$ cat src/rtl/por_seq_pkg.sv
// por_seq_pkg
// Shared definitions for the power-on reset sequencer: sequencer state
// encoding and the enum built from it.
package por_seq_pkg;

   localparam logic [1:0] ST_WAIT_ENC    = 2'd0;
   localparam logic [1:0] ST_HOLD_ENC    = 2'd1;
   localparam logic [1:0] ST_RELEASE_ENC = 2'd2;
   localparam logic [1:0] ST_RUN_ENC     = 2'd3;

   typedef enum logic [1:0] {
      WAIT    = ST_WAIT_ENC,
      HOLD    = ST_HOLD_ENC,
      RELEASE = ST_RELEASE_ENC,
      RUN     = ST_RUN_ENC
   } por_state_e;

endpackage

$ cat src/rtl/por_seq_filter.sv
// por_seq_filter
// Brings the asynchronous analog POR level into the clock domain and
// removes glitches: the filtered level only follows the synchronised level
// after FILTER_CYCLES consecutive differing samples.
//
// Ports
//   clock    : system clock
//   resetb   : asynchronous active-low reset
//   async_in : asynchronous input level
//   filtered : glitch-filtered, registered level
module por_seq_filter
   import por_seq_pkg::*;
#(
   parameter int SYNC_STAGES   = 2,
   parameter int FILTER_CYCLES = 4
) (
   input  logic clock,
   input  logic resetb,
   input  logic async_in,
   output logic filtered
);

   localparam int             CNT_W  = $clog2(FILTER_CYCLES + 1);
   localparam logic [CNT_W-1:0] CNT_TC = CNT_W'(FILTER_CYCLES - 1);

   logic [SYNC_STAGES-1:0] sync_q;
   logic [CNT_W-1:0]       cnt_q;
   logic                   sync_lvl;

   assign sync_lvl = sync_q[SYNC_STAGES-1];

   always_ff @(posedge clock or negedge resetb) begin
      if (!resetb) begin
         sync_q   <= '0;
         cnt_q    <= '0;
         filtered <= 1'b0;
      end else begin
         sync_q <= {sync_q[SYNC_STAGES-2:0], async_in};
         if (sync_lvl == filtered) begin
            cnt_q <= '0;
         end else if (cnt_q == CNT_TC) begin
            // this edge is the FILTER_CYCLES-th differing sample
            filtered <= sync_lvl;
            cnt_q    <= '0;
         end else begin
            cnt_q <= cnt_q + 1'b1;
         end
      end
   end

endmodule

$ cat src/rtl/por_sequencer.sv
// por_sequencer
// Power-on reset sequencer. Filters the analog POR, holds every reset
// channel for HOLD_CYCLES after the filtered rise, then releases channels
// 0..NCH-1 one every STAGE_CYCLES. A filtered fall aborts back to WAIT.
//
// Ports
//   clock        : system clock
//   resetb       : asynchronous active-low pad reset
//   porb_in      : asynchronous analog POR, high = supply good
//   soft_rst_req : one-cycle software reset request (POR_SEQ_SOFT_RESET_EN only)
//   rst_out_n    : per-channel active-low reset, registered
//   rst_out      : per-channel active-high reset, registered
//   done         : all channels released, registered
//
// Build option: define POR_SEQ_SOFT_RESET_EN to add soft_rst_req, which in
// RUN restarts the hold-and-release sequence.
//
// state   | meaning
// --------+-----------------------------------------------------
// WAIT    | all channels in reset, waiting for filtered POR high
// HOLD    | POR good, counting the hold interval
// RELEASE | channel 0..idx-1 released, next one every STAGE_CYCLES
// RUN     | all channels released, done high
module por_sequencer
   import por_seq_pkg::*;
#(
   parameter int NCH           = 4,
   parameter int SYNC_STAGES   = 2,
   parameter int FILTER_CYCLES = 4,
   parameter int HOLD_CYCLES   = 1000,
   parameter int STAGE_CYCLES  = 16
) (
   input  logic           clock,
   input  logic           resetb,
   input  logic           porb_in,
`ifdef POR_SEQ_SOFT_RESET_EN
   input  logic           soft_rst_req,
`endif
   output logic [NCH-1:0] rst_out_n,
   output logic [NCH-1:0] rst_out,
   output logic           done
);

   localparam int MAX_CYC = (HOLD_CYCLES > STAGE_CYCLES)
                          ? ((HOLD_CYCLES  > FILTER_CYCLES) ? HOLD_CYCLES  : FILTER_CYCLES)
                          : ((STAGE_CYCLES > FILTER_CYCLES) ? STAGE_CYCLES : FILTER_CYCLES);
   localparam int CNT_W = $clog2(MAX_CYC + 1);
   localparam int IDX_W = (NCH > 1) ? $clog2(NCH) : 1;

   localparam logic [CNT_W-1:0] HOLD_TC  = CNT_W'(HOLD_CYCLES - 1);
   localparam logic [CNT_W-1:0] STAGE_TC = CNT_W'(STAGE_CYCLES - 1);
   localparam logic [CNT_W-1:0] CNT_ONE  = CNT_W'(1);
   localparam logic [IDX_W-1:0] LAST_CH  = IDX_W'(NCH - 1);
   localparam logic [IDX_W-1:0] IDX_ONE  = IDX_W'(1);
   localparam bit               HOLD_ONE = (HOLD_CYCLES == 1);
   localparam bit               ONE_CH   = (NCH == 1);

   logic             filtered;
   por_state_e       state_q, state_d;
   logic [CNT_W-1:0] cnt_q, cnt_d;
   logic [IDX_W-1:0] idx_q, idx_d;
   logic [NCH-1:0]   rstn_d;
   logic             done_d;
   logic             rel_first;

   por_seq_filter #(
      .SYNC_STAGES   (SYNC_STAGES),
      .FILTER_CYCLES (FILTER_CYCLES)
   ) u_filter (
      .clock    (clock),
      .resetb   (resetb),
      .async_in (porb_in),
      .filtered (filtered)
   );

   always_ff @(posedge clock or negedge resetb) begin
      if (!resetb) begin
         state_q   <= WAIT;
         cnt_q     <= '0;
         idx_q     <= '0;
         rst_out_n <= '0;
         rst_out   <= '1;
         done      <= 1'b0;
      end else begin
         state_q   <= state_d;
         cnt_q     <= cnt_d;
         idx_q     <= idx_d;
         rst_out_n <= rstn_d;
         rst_out   <= ~rstn_d;
         done      <= done_d;
      end
   end

   always_comb begin
      state_d   = state_q;
      cnt_d     = cnt_q;
      idx_d     = idx_q;
      rstn_d    = rst_out_n;
      done_d    = done;
      rel_first = 1'b0;

      if (!filtered) begin
         state_d = WAIT;
         cnt_d   = '0;
         idx_d   = '0;
         rstn_d  = '0;
         done_d  = 1'b0;
      end else begin
         case (state_q)
            WAIT: begin
               // The filtered rise happened one edge before WAIT can see
               // it; that edge already counts as the first hold cycle.
               if (HOLD_ONE) begin
                  rel_first = 1'b1;
               end else begin
                  state_d = HOLD;
                  cnt_d   = CNT_ONE;
               end
            end
            HOLD: begin
               if (cnt_q == HOLD_TC) rel_first = 1'b1;
               else                  cnt_d     = cnt_q + 1'b1;
            end
            RELEASE: begin
               if (cnt_q == STAGE_TC) begin
                  rstn_d[idx_q] = 1'b1;
                  cnt_d         = '0;
                  if (idx_q == LAST_CH) begin
                     state_d = RUN;
                     done_d  = 1'b1;
                     idx_d   = '0;
                  end else begin
                     idx_d = idx_q + 1'b1;
                  end
               end else begin
                  cnt_d = cnt_q + 1'b1;
               end
            end
            RUN: begin
`ifdef POR_SEQ_SOFT_RESET_EN
               if (soft_rst_req) begin
                  state_d = HOLD;
                  cnt_d   = '0;
                  rstn_d  = '0;
                  done_d  = 1'b0;
               end
`endif
            end
            default: begin
               state_d = WAIT;
            end
         endcase

         if (rel_first) begin
            rstn_d[0] = 1'b1;
            cnt_d     = '0;
            if (ONE_CH) begin
               state_d = RUN;
               done_d  = 1'b1;
            end else begin
               state_d = RELEASE;
               idx_d   = IDX_ONE;
            end
         end
      end
   end

endmodule
$ cat config.mk
export PLATFORM = sky130hd
export DESIGN_NAME = por_sequencer
export DESIGN_NICKNAME = d
export VERILOG_FILES = /design/src/rtl/por_seq_pkg.sv /design/src/rtl/por_seq_filter.sv /design/src/rtl/por_sequencer.sv
export SDC_FILE = /design/constraint.sdc
export NUM_CORES = 1
export LEC_CHECK = 0
export CAP_MARGIN = 25
export CORE_ASPECT_RATIO = 1.75
export CORE_MARGIN = 4
export CORE_UTILIZATION = 39
export DETAILED_ROUTE_END_ITERATION = 16
export PLACE_DENSITY = 0.55
export SYNTH_ARGS = -nofsm -noshare
export SYNTH_HDL_FRONTEND = slang
export SYNTH_SLANG_ARGS = --single-unit
$ cat constraint.sdc
create_clock -name clock -period 4.6 [get_ports clock]
set_clock_uncertainty 0.2 [all_clocks]
set_input_delay 0.69 -clock clock [delete_from_list [all_inputs] [get_ports clock]]
set_output_delay 0.69 -clock clock [all_outputs]
set_load 0.02 [all_outputs]
# --- Word-level counts from Yosys, hierarchy flattened ---
# Cells that the tools add are included.
totals:
  reg_bits: 29
  inputBits: 3
  out_inout_bits: 9
  wordCells: 71
op_classes:
  addsub: 3
  magnitude_cmp: 2
  eq_ne: 17
  n_mux: 30
  bitwise_logic: 3
  reduce_logical: 7
ops:
  columns: ["cell", "n"]
  rows:
  - ["$mux W10", 4]
  - ["$pmux W10 S3", 1]
  - ["$mux W2", 9]
  - ["$ne A4 B4 Y1 const B", 4]
  - ["$mux W4", 3]
  - ["$add A10 B1 Y10 const B", 1]
  - ["$eq A10 B10 Y1 const B", 1]
  - ["$eq A10 B4 Y1 const B", 1]
  - ["$mux W1", 9]
  - ["$mux W3", 2]
  - ["$ne A2 B2 Y1 const B", 3]
  - ["$ne A3 B3 Y1 const B", 2]
  - ["$reduce_and A2 Y1", 3]
  - ["$reduce_and A3 Y1", 2]
  - ["$ne A5 B5 Y1 const B", 1]
  - ["$eq A2 B2 Y1 const B", 2]
  - ["$not A4 Y4", 1]
  - ["$or A4 B4 Y4", 1]
  - ["$pmux W2 S2", 1]
  - ["$add A3 B1 Y3 const B", 1]
  - ["$eq A3 B2 Y1 const B", 1]
  - ["$lt A2 B3 Y1 const B", 1]
  - ["$add A2 B1 Y2 const B", 1]
  - ["$demux W1 S2", 1]
  - ["6 further kinds", 6]

# --- Logic depth before layout (Yosys ltp) ---
# Gate-level depths: netlist (run 1).
depth:
  word_depth: 10
  depth_mapped: 7

# --- Cells and area by module ---
# Synthesis (run 1) repeated with hierarchy kept, for this count alone.
unflattened:
  cells_unflattened: 142
  area_unflattened_um2: 1508.9
by_module_without_submodules:
  columns: ["module", "n_inst", "cells_per_inst", "area_per_inst_um2"]
  rows:
  - ["por_sequencer", 1, 129, 1280.0]
  - ["por_seq_filter", 1, 13, 229.0]

# --- Worst setup path after synthesis (run 1) ---
# OpenSTA, ideal clock, no wires.
synth_timing:
  path_kind: "flip-flop to flip-flop"
  start: "register cnt_q[0]"
  end: "register state_q[0]"
  setup_time_ps: 126
  arrival_time_ps: 1579
  required_time_ps: 4274
  path_slack_ps: 2695
  stages_incl_launch_ff: 7
  period_less_slack_ps: 1905
  path_cell_list: "dfrtp_1 > ha_1 > and4b_4 > and4_4 > buf_6 > and2_4 > o311a_1"
synth_via:
  elab_chain_len: 6
  elab_cells_between_ends: 11
  classes_between: "eq/ne (5); mux (5); reduce/logical (1)"
synth_lines:
  columns: ["item", "line", "text"]
  rows:
  - ["from (decl)", "por_sequencer.sv:60", "logic [CNT_W-1:0] cnt_q, cnt_d;"]
  - ["from (signal assigned)", "por_sequencer.sv:86", "cnt_q <= cnt_d;"]
  - ["$eq A10 B10 Y1", "por_sequencer.sv:121", "if (cnt_q == HOLD_TC) rel_first = 1'b1;"]
  - ["$mux W1", "por_sequencer.sv:121", null]
  - ["$mux W1", "por_sequencer.sv:109", "case (state_q)"]
  - ["$mux W1", "por_sequencer.sv:102", "if (!filtered) begin"]
  - ["$ne A4 B4 Y1 (no source line) or $mux W2 (tied branches)", null, null]
  - ["$reduce_and A3 Y1 (no source line) or $mux W2 (tied branches)", null, null]
  - ["to (signal assigned)", "por_sequencer.sv:85", "state_q <= state_d;"]
  - ["to (decl)", "por_sequencer.sv:59", "por_state_e state_q, state_d;"]
# Parallel ways exist; a longest one is shown, timed or not. The select of a mux whose other input is x is not followed.
# A chain may end at the register's enable or synchronous reset.

# --- Final worst setup path (run 1) ---
layout_timing:
  start: "register cnt_q[0]"
  end: "register cnt_q[5]"
layout_via:
  elab_chain_len: 6
  elab_cells_between_ends: 14
  classes_between: "add/sub (1); eq/ne (4); mux (8); reduce/logical (1)"
layout_lines:
  columns: ["item"]
  rows:
  - ["branches (longest 6 deep; another with $add A10 B1 Y10)"]
# Parallel ways; which one is timed is not known. The select of a mux whose other input is x is not followed.

==> results.md, run 1 <==
* Port bufs at 11
* FF-to-FF End: cnt_q[5]
* Num CTS Buffers at 5
* Placement Rows at 30
* Syn avg cell area at slightly above 10 sq um
* Combinational power share at between 10% and 20%
* Synth Area in Simple Gates at between 20% and 30%
* Pin count of the biggest net entering global routing at 30
* Max-cap violations at 0
* Number of remaining DRC errors at 0
* Mapped cell area at ~0.0016 sq mm
* Complex-gate fraction of the synthesized area at 13.8%
* Cell count of the worst reg-to-reg path at 5
* Chip width at about 56 um
* Place WS at approximately 2.3 ns
* Combinational family with the most area after synthesis: simple AND/OR/NAND/NOR gates
* WHS Path Cells at 0
* Final #Nets at around 180
* Worst Slack Setup Final at 2.30 ns
* Clock Power Share at a little under two fifths
* First-pass GRT wire length at between 5 and 6 mm
* Flops & latches, synth at 29
* Final hold violation count at 0
* Ant diodes at 0
* Internal at around 500 uW
* TNS Setup at 0 ns
* CP max FO at 13
* Worst Hold Path EP: u_filter.sync_q[1]
* Grt ovf at 0
* Syn_nets at 168
* DR vias at 1,247
* Power Density at 383 mW/mm^2
* Switch Pwr at approximately 200 uW
* Postcts setup bufs at 0
* Relative slew margins at around 51%
* Post-CTS Resized at 0
* Via count of the first global-routing pass at approximately 1,300
* CTS tree: done
* Seq pwr share at 45.0%
* Initial Util at 40.7%
* WL/cell at ~16 um
* Critical Path AT at 2.27 ns
* Ys flop type: dfrtp_1
* Fraction of registers with async set/reset at 100%
* Final ANT Viol Nets at 0
* Average vias per placed instance at a little under 6
* Initial antenna violation count at 0
* Fmax at 434 MHz
* CORE AREA at approximately 0.004 sq mm
* Pins Over Slew Limit at 0
* Post-Syn Instances at between 150 and 200
* Final design utilization at approximately 47%
* Worst r2r src: cnt_q[0]
* Status: completed
* Adder-Cell Fraction of Synth Area at roughly 7.9%
* Unrepaired setup endpoints after global routing: no
* Cell variety after synth at 46
* Sequential cell area fraction in the yosys report at between 40% and 50%
* Number of flops mapped to enable cells by yosys at 0
* Die area at 0.00520 sq mm
* Final wirelength at approximately 3.4 mm
* Worst-path clk slew at about 0.06 ns
* VDD IR max at about 0.33 mV
* Critical setup path kind: register to register
* Setup slack, reg-to-reg at 2.30 ns
* Final GP Congestion at just under 0.8
* Worst-Margin Slew at between 0.7 and 0.8 ns
* Synth Area in XOR/XNOR at 0.551%
* DR iter-0 viols at 28
* GR Util All Layers at between 10% and 20%
* Hold_sp: u_filter.sync_q[0]
* IO Count at 12
* Layout area overhead at 15.4%
* Drt first pass iters at 4
* Synth warnings at 0
* Clock Latency Late Sink at roughly 0.28 ns
* Share of layout cells above drive strength 1 at 12.6%
* Clock Tree Root: clkbuf_8
* Hold buffer count at cts at 0
* Post-DP HPWL at ~2.4 mm
* Final setup fails at 0
* TritonCTS Sinks at 29
* LEAKAGE at approximately 0.00071 uW
* Fin crit period at ~2.3 ns
* CP Capture Type: register
* Worst-case clock buffer depth at 2
* Req. time, crit path at approximately 4.6 ns
* Die Ht at ~92 um
* Net Sw Frac at between 20% and 30%
* Multiplexer share of the synthesized area at between 1 and 1.5%
* CP startpoint kind: register
* Final Cycle Share at about half
* H-tree Lvls at 2
* Hold Path Class: register to register
placed cells by master, fill, tap and decap left out, types with 2 or more instances in the layout:
cell type	n
a21oi_1	6
a31oi_1	3
clkbuf_8	6
clkdlybuf4s50_1	11
dfrtp_1	25
dfstp_2	4
ha_1	10
inv_1	8
mux2i_1	2
nand2_1	14
nand2b_1	5
nand3_1	8
nand4_1	4
nand4b_1	5
nor2_1	6
nor2b_1	2
nor3_1	6
nor3b_1	2
nor4_1	3
o2111ai_1	2
o21a_1	2
o21ai_0	3
o311a_1	2
o311ai_1	2
o41ai_1	2
or3_1	3
cell families (layout without fill, tap and decap cells):
logic type,after synthesis,count (layout)
compound gates,29,29
xor+xnor,1,1
fa+ha+maj,10,10
buf+inv,16,28
flops,29,29
mux,2,2
simple gates,68,68
how the worst max path moves through the flow:
stage,start,end,slack [ns],cells past startpoint
floorplan,cnt_q[0],state_q[0],2.70,6
global placement,cnt_q[0],cnt_q[6],2.47,5
detailed placement,cnt_q[0],cnt_q[5],2.31,5
CTS,rst_out[3],rst_out[3],2.31,1
global route,state_q[1],cnt_q[5],2.10,6
finish,cnt_q[0],cnt_q[5],2.30,5
cells in the mapped netlist (2+ instances only):
cell	number	area [sq um]
clkbuf_1	4	15.0
or3_1	3	18.8
nand2b_1	5	31.3
inv_1	8	30.0
o41ai_1	2	17.5
o311a_1	2	20.0
mux2i_1	2	20.0
nor3_1	6	30.0
nor3b_1	2	15.0
nor2_1	6	22.5
dfstp_2	4	105
nand4b_1	5	43.8
buf_6	2	22.5
nor4_1	3	18.8
o21a_1	2	15.0
nand4_1	4	25.0
nand2_1	14	52.6
o2111ai_1	2	17.5
dfrtp_1	25	626
a21oi_1	6	30.0
o311ai_1	2	17.5
ha_1	10	125
a31oi_1	3	18.8
nand3_1	8	40.0
o21ai_0	3	15.0
nor2b_1	2	12.5
power groups by stage:
stage	Clock (uW)	Sequential (uW)	Combinational [uW]
floorplan	0	294	110
global placement	0	316	115
detailed placement	0	319	119
CTS	277	315	119
global route	292	320	138
finish	269	316	117
worst max-delay path, stage by stage (launching register included):
cell	delay, ns
dfrtp_1	0.43
ha_1	0.26
and4b_4	0.20
a41oi_2	0.55
nand2_1	0.20
o311ai_1	0.34
flip-flops by register name, summed over array words and instances (netlist names):
| register | cells |
|---|---|
| rst_out_n | 4 |
| state_q | 2 |
| cnt_q | 10 |
| done | 1 |
| rst_out | 4 |
| u_filter.cnt_q | 3 |
| u_filter.sync_q | 2 |
| idx_q | 2 |
| u_filter.filtered | 1 |
area by class of cell:
type / instances / area (sq um)
Tap cell: 48 / 60.1
Timing Repair Buffer: 12 / 118
Multi-Input combinational cell: 110 / 781
Inverter: 8 / 30.0
Fill cell: 382 / 2070
Sequential cell: 29 / 731
Clock buffer: 7 / 86.3
Clock inverter: 1 / 30.0
stage by stage:
step	std cells	hold slack, ns	instance area [sq um]	power, uW
after detailed placement	207	0.135	1720	438
after global routing	215	0.158	1840	750
after global placement	207	0.135	1720	431
after floorplan	155	0.131	1590	404
final	215	0.149	1840	702
after CTS	215	0.150	1840	710
per-layer routing:
metal / part of all wire (%) / routed length [um] / global-route usage [%] / up-vias
met5: 0 / 0 / 0 / -
met4: 2.6 / 87 / 8.51 / 0
met3: 3.7 / 126 / 3.21 / 9
met2: 51 / 1740 / 25.8 / 25
met1: 42 / 1430 / 15.7 / 615
li1: - / - / - / 598
No activity file was read; power rests on OpenSTA's default activity.
==> run 2, diff against run 1 <==
Clock period 4.6 ns to 2.2 ns, I/O delays scaled along.
==> run 2 against run 1 <==
  * Wire length decreased by 0.44%
  * Final area unchanged
  * Via count grew 0.64%
  * Critical path depth up 2
  * First-iteration DRC count is 120% higher
  * Sequential share of layout area unchanged
  * Flip-flop and latch count stayed put
  * Register-to-register slack worse by 2.1 ns
  * Sequential power increased by 94%
  * Setup slack got worse by 2.1 ns
  * Utilization did not move
  * Clock-buffer cell count down 2
  * Largest cell class unchanged
  * Highest routed layer unchanged
==> results.md, run 2 (same netlist as run 1, synthesis figures left out) <==
* Post-CTS Resized at 0
* Clock Tree Root: clkbuf_8
* Fillers at 385
* Fin crit period at 2.01 ns
* WHS Path Cells at 0
* Placement Rows at 30
* Critical setup path kind: register to register
* Net Sw Frac at about 33%
* CP cell instances: inv_1 -> ha_1 -> o21ai_0 -> a41oi_2 -> buf_4 -> nand2_1 -> o311ai_1
* Clock Power Share at between 30% and 40%
* Relative slew margins at 58.6%
* CTS tree: done
* Chip width at between 50 and 60 um
* Critical Path Max Stage Delay at ~0.41 ns
* Final #Nets at about 180
* Critical Path AT at roughly 2.0 ns
* IO Count at 12
* Clock Latency Late Sink at approximately 0.27 ns
* Power Density at between 700 and 800 mW/mm^2
* WL/cell at roughly 15 um
* Pins Over Slew Limit at 0
* Final setup fails at 0
* Port bufs at 11
* Worst r2r src: state_q[0]
* Share of layout cells above drive strength 1 at 15.2%
* Setup slack, reg-to-reg at between 0.15 and 0.2 ns
* Worst Slack Setup Final at approximately 0.19 ns
* CP Capture Type: register
* Ant diodes at 0
* Commonest non-fill, non-tap cell in the layout: dfrtp_1
* Worst-Margin Slew at 0.621 ns
* Hold Path Class: register to register
* Number of remaining DRC errors at 0
* Final ANT Viol Nets at 0
* TritonCTS Sinks at 29
* Worst-case clock buffer depth at 2
* DR iter-0 viols at 62
* Die Ht at 92.5 um
* Final Cycle Share at between 90% and 100%
* Final wirelength at 3.37 mm
* Tot Pwr at 1360 uW
* Place WS at about 0.22 ns
* H-tree Lvls at 2
* Average vias per placed instance at roughly 5.7
* Post-DP HPWL at about 2.4 mm
* GR Util All Layers at between 10% and 20%
* Combinational power share at about a quarter
* Final GP Congestion at 0.829
* VDD IR max at 0.481 mV
* Via count of the first global-routing pass at 1,241
* Reg with most FFs: cnt_q
* Commonest cells after routing, fill and taps aside: 25 x dfrtp_1, 14 x nand2_1, 11 x clkdlybuf4s50_1, 10 x ha_1
* Worst-path clk slew at 0.06 ns
* Grt ovf at 0
* First-pass GRT wire length at approximately 5.8 mm
* DR vias at around 1,300
* Final hold violation count at 0
* FF-to-FF End: cnt_q[5]
* Drt first pass iters at 4
* Internal at slightly above 900 uW
* Fmax at roughly 500 MHz
* Postcts setup bufs at 0
* Worst Hold Path EP: u_filter.sync_q[1]
* Num CTS Buffers at 5
* TNS Setup at 0 ns
* LEAKAGE at between 0.0007 and 0.0008 uW
* CP max FO at 6
* Layout area overhead at 15.4%
* Regs by FF count: cnt_q (10), rst_out (4), rst_out_n (4)
* Seq pwr share at a little under half
* CP startpoint kind: register
* Status: completed
* Crit path max-delay cell type: dfrtp_1
* Initial antenna violation count at 0
* CORE AREA at a little under 0.004 sq mm
* Hold buffer count at cts at 0
* Unrepaired setup endpoints after global routing: no
* Die area at between 0.005 and 0.006 sq mm
* Switch Pwr at about 450 uW
* Max reg flops at 10
* Hold_sp: u_filter.sync_q[0]
* Pin count of the biggest net entering global routing at 30
* Max-cap violations at 0
* Cell count of the worst reg-to-reg path at 7
* Initial Util at approximately two fifths
* Req. time, crit path at around 2.2 ns
## run 2: metal layers
metal | vias up | routed length, um | global-route usage (%) | share of wire (%)
met5 | - | 0 | 0 | 0
met4 | 0 | 96 | 6.73 | 2.8
met3 | 11 | 115 | 3.07 | 3.4
met2 | 31 | 1780 | 25.1 | 53
met1 | 610 | 1380 | 15.9 | 41
li1 | 603 | - | - | -
## run 2: worst max path at each step
stage,start,end,slack (ns)
6_report,state_q[0],cnt_q[5],0.19
5_1_grt,state_q[0],cnt_q[6],0.04
4_1_cts,state_q[0],cnt_q[6],0.19
3_5_place_dp,state_q[0],cnt_q[6],0.22
3_3_place_gp,state_q[0],cnt_q[5],0.25
2_1_floorplan,cnt_q[0],state_q[0],0.30
## run 2: power groups by stage
stage / registers (uW) / clock network, uW / logic [uW]
2_1_floorplan: 615 / 0 / 230
3_3_place_gp: 618 / 0 / 316
3_5_place_dp: 624 / 0 / 326
4_1_cts: 613 / 435 / 329
5_1_grt: 619 / 471 / 361
6_report: 613 / 417 / 327
## run 2: critical path, delay by kind of cell, from the launching register on
| family | cells | cell delay (ns) |
|---|---|---|
| AND/OR/NAND/NOR | 1 | 0.10 |
| flip-flops | 1 | 0.41 |
| AO/OA/AOI/OAI | 3 | 0.63 |
| buffers and inverters | 2 | 0.27 |
| adder cells (fa/ha/maj) | 1 | 0.30 |
## run 2: cell type report
cell class                      instances  area (sq um)  area share, %
Clock buffer                            5          68.8           3.75
Clock inverter                          3          17.5          0.954
Sequential cell                        29           731           39.8
Multi-Input combinational cell        110           781           42.5
Timing Repair Buffer                   16           148           8.04
Inverter                                8          30.0           1.64
Tap cell                               48          60.1           3.27
## run 2: through the flow
| step | cell area (sq um) | hold slack [ns] | cells | util (%) |
|---|---|---|---|---|
| 5_1_grt | 1840 | 0.180 | 219 | 47.0 |
| 6_report | 1840 | 0.157 | 219 | 47.0 |
| 2_1_floorplan | 1590 | -0.166 | 155 | - |
| 3_3_place_gp | 1750 | 0.141 | 211 | 44.8 |
| 3_5_place_dp | 1750 | 0.143 | 211 | 44.8 |
| 4_1_cts | 1840 | 0.158 | 219 | 47.0 |
==> run 3, diff against run 2 <==
Settings changed: CAP_MARGIN 25 to 0, SLEW_MARGIN set to 15.
==> results of run 3 <==
Final layout, timing and power as in run 2 (identical DEF).
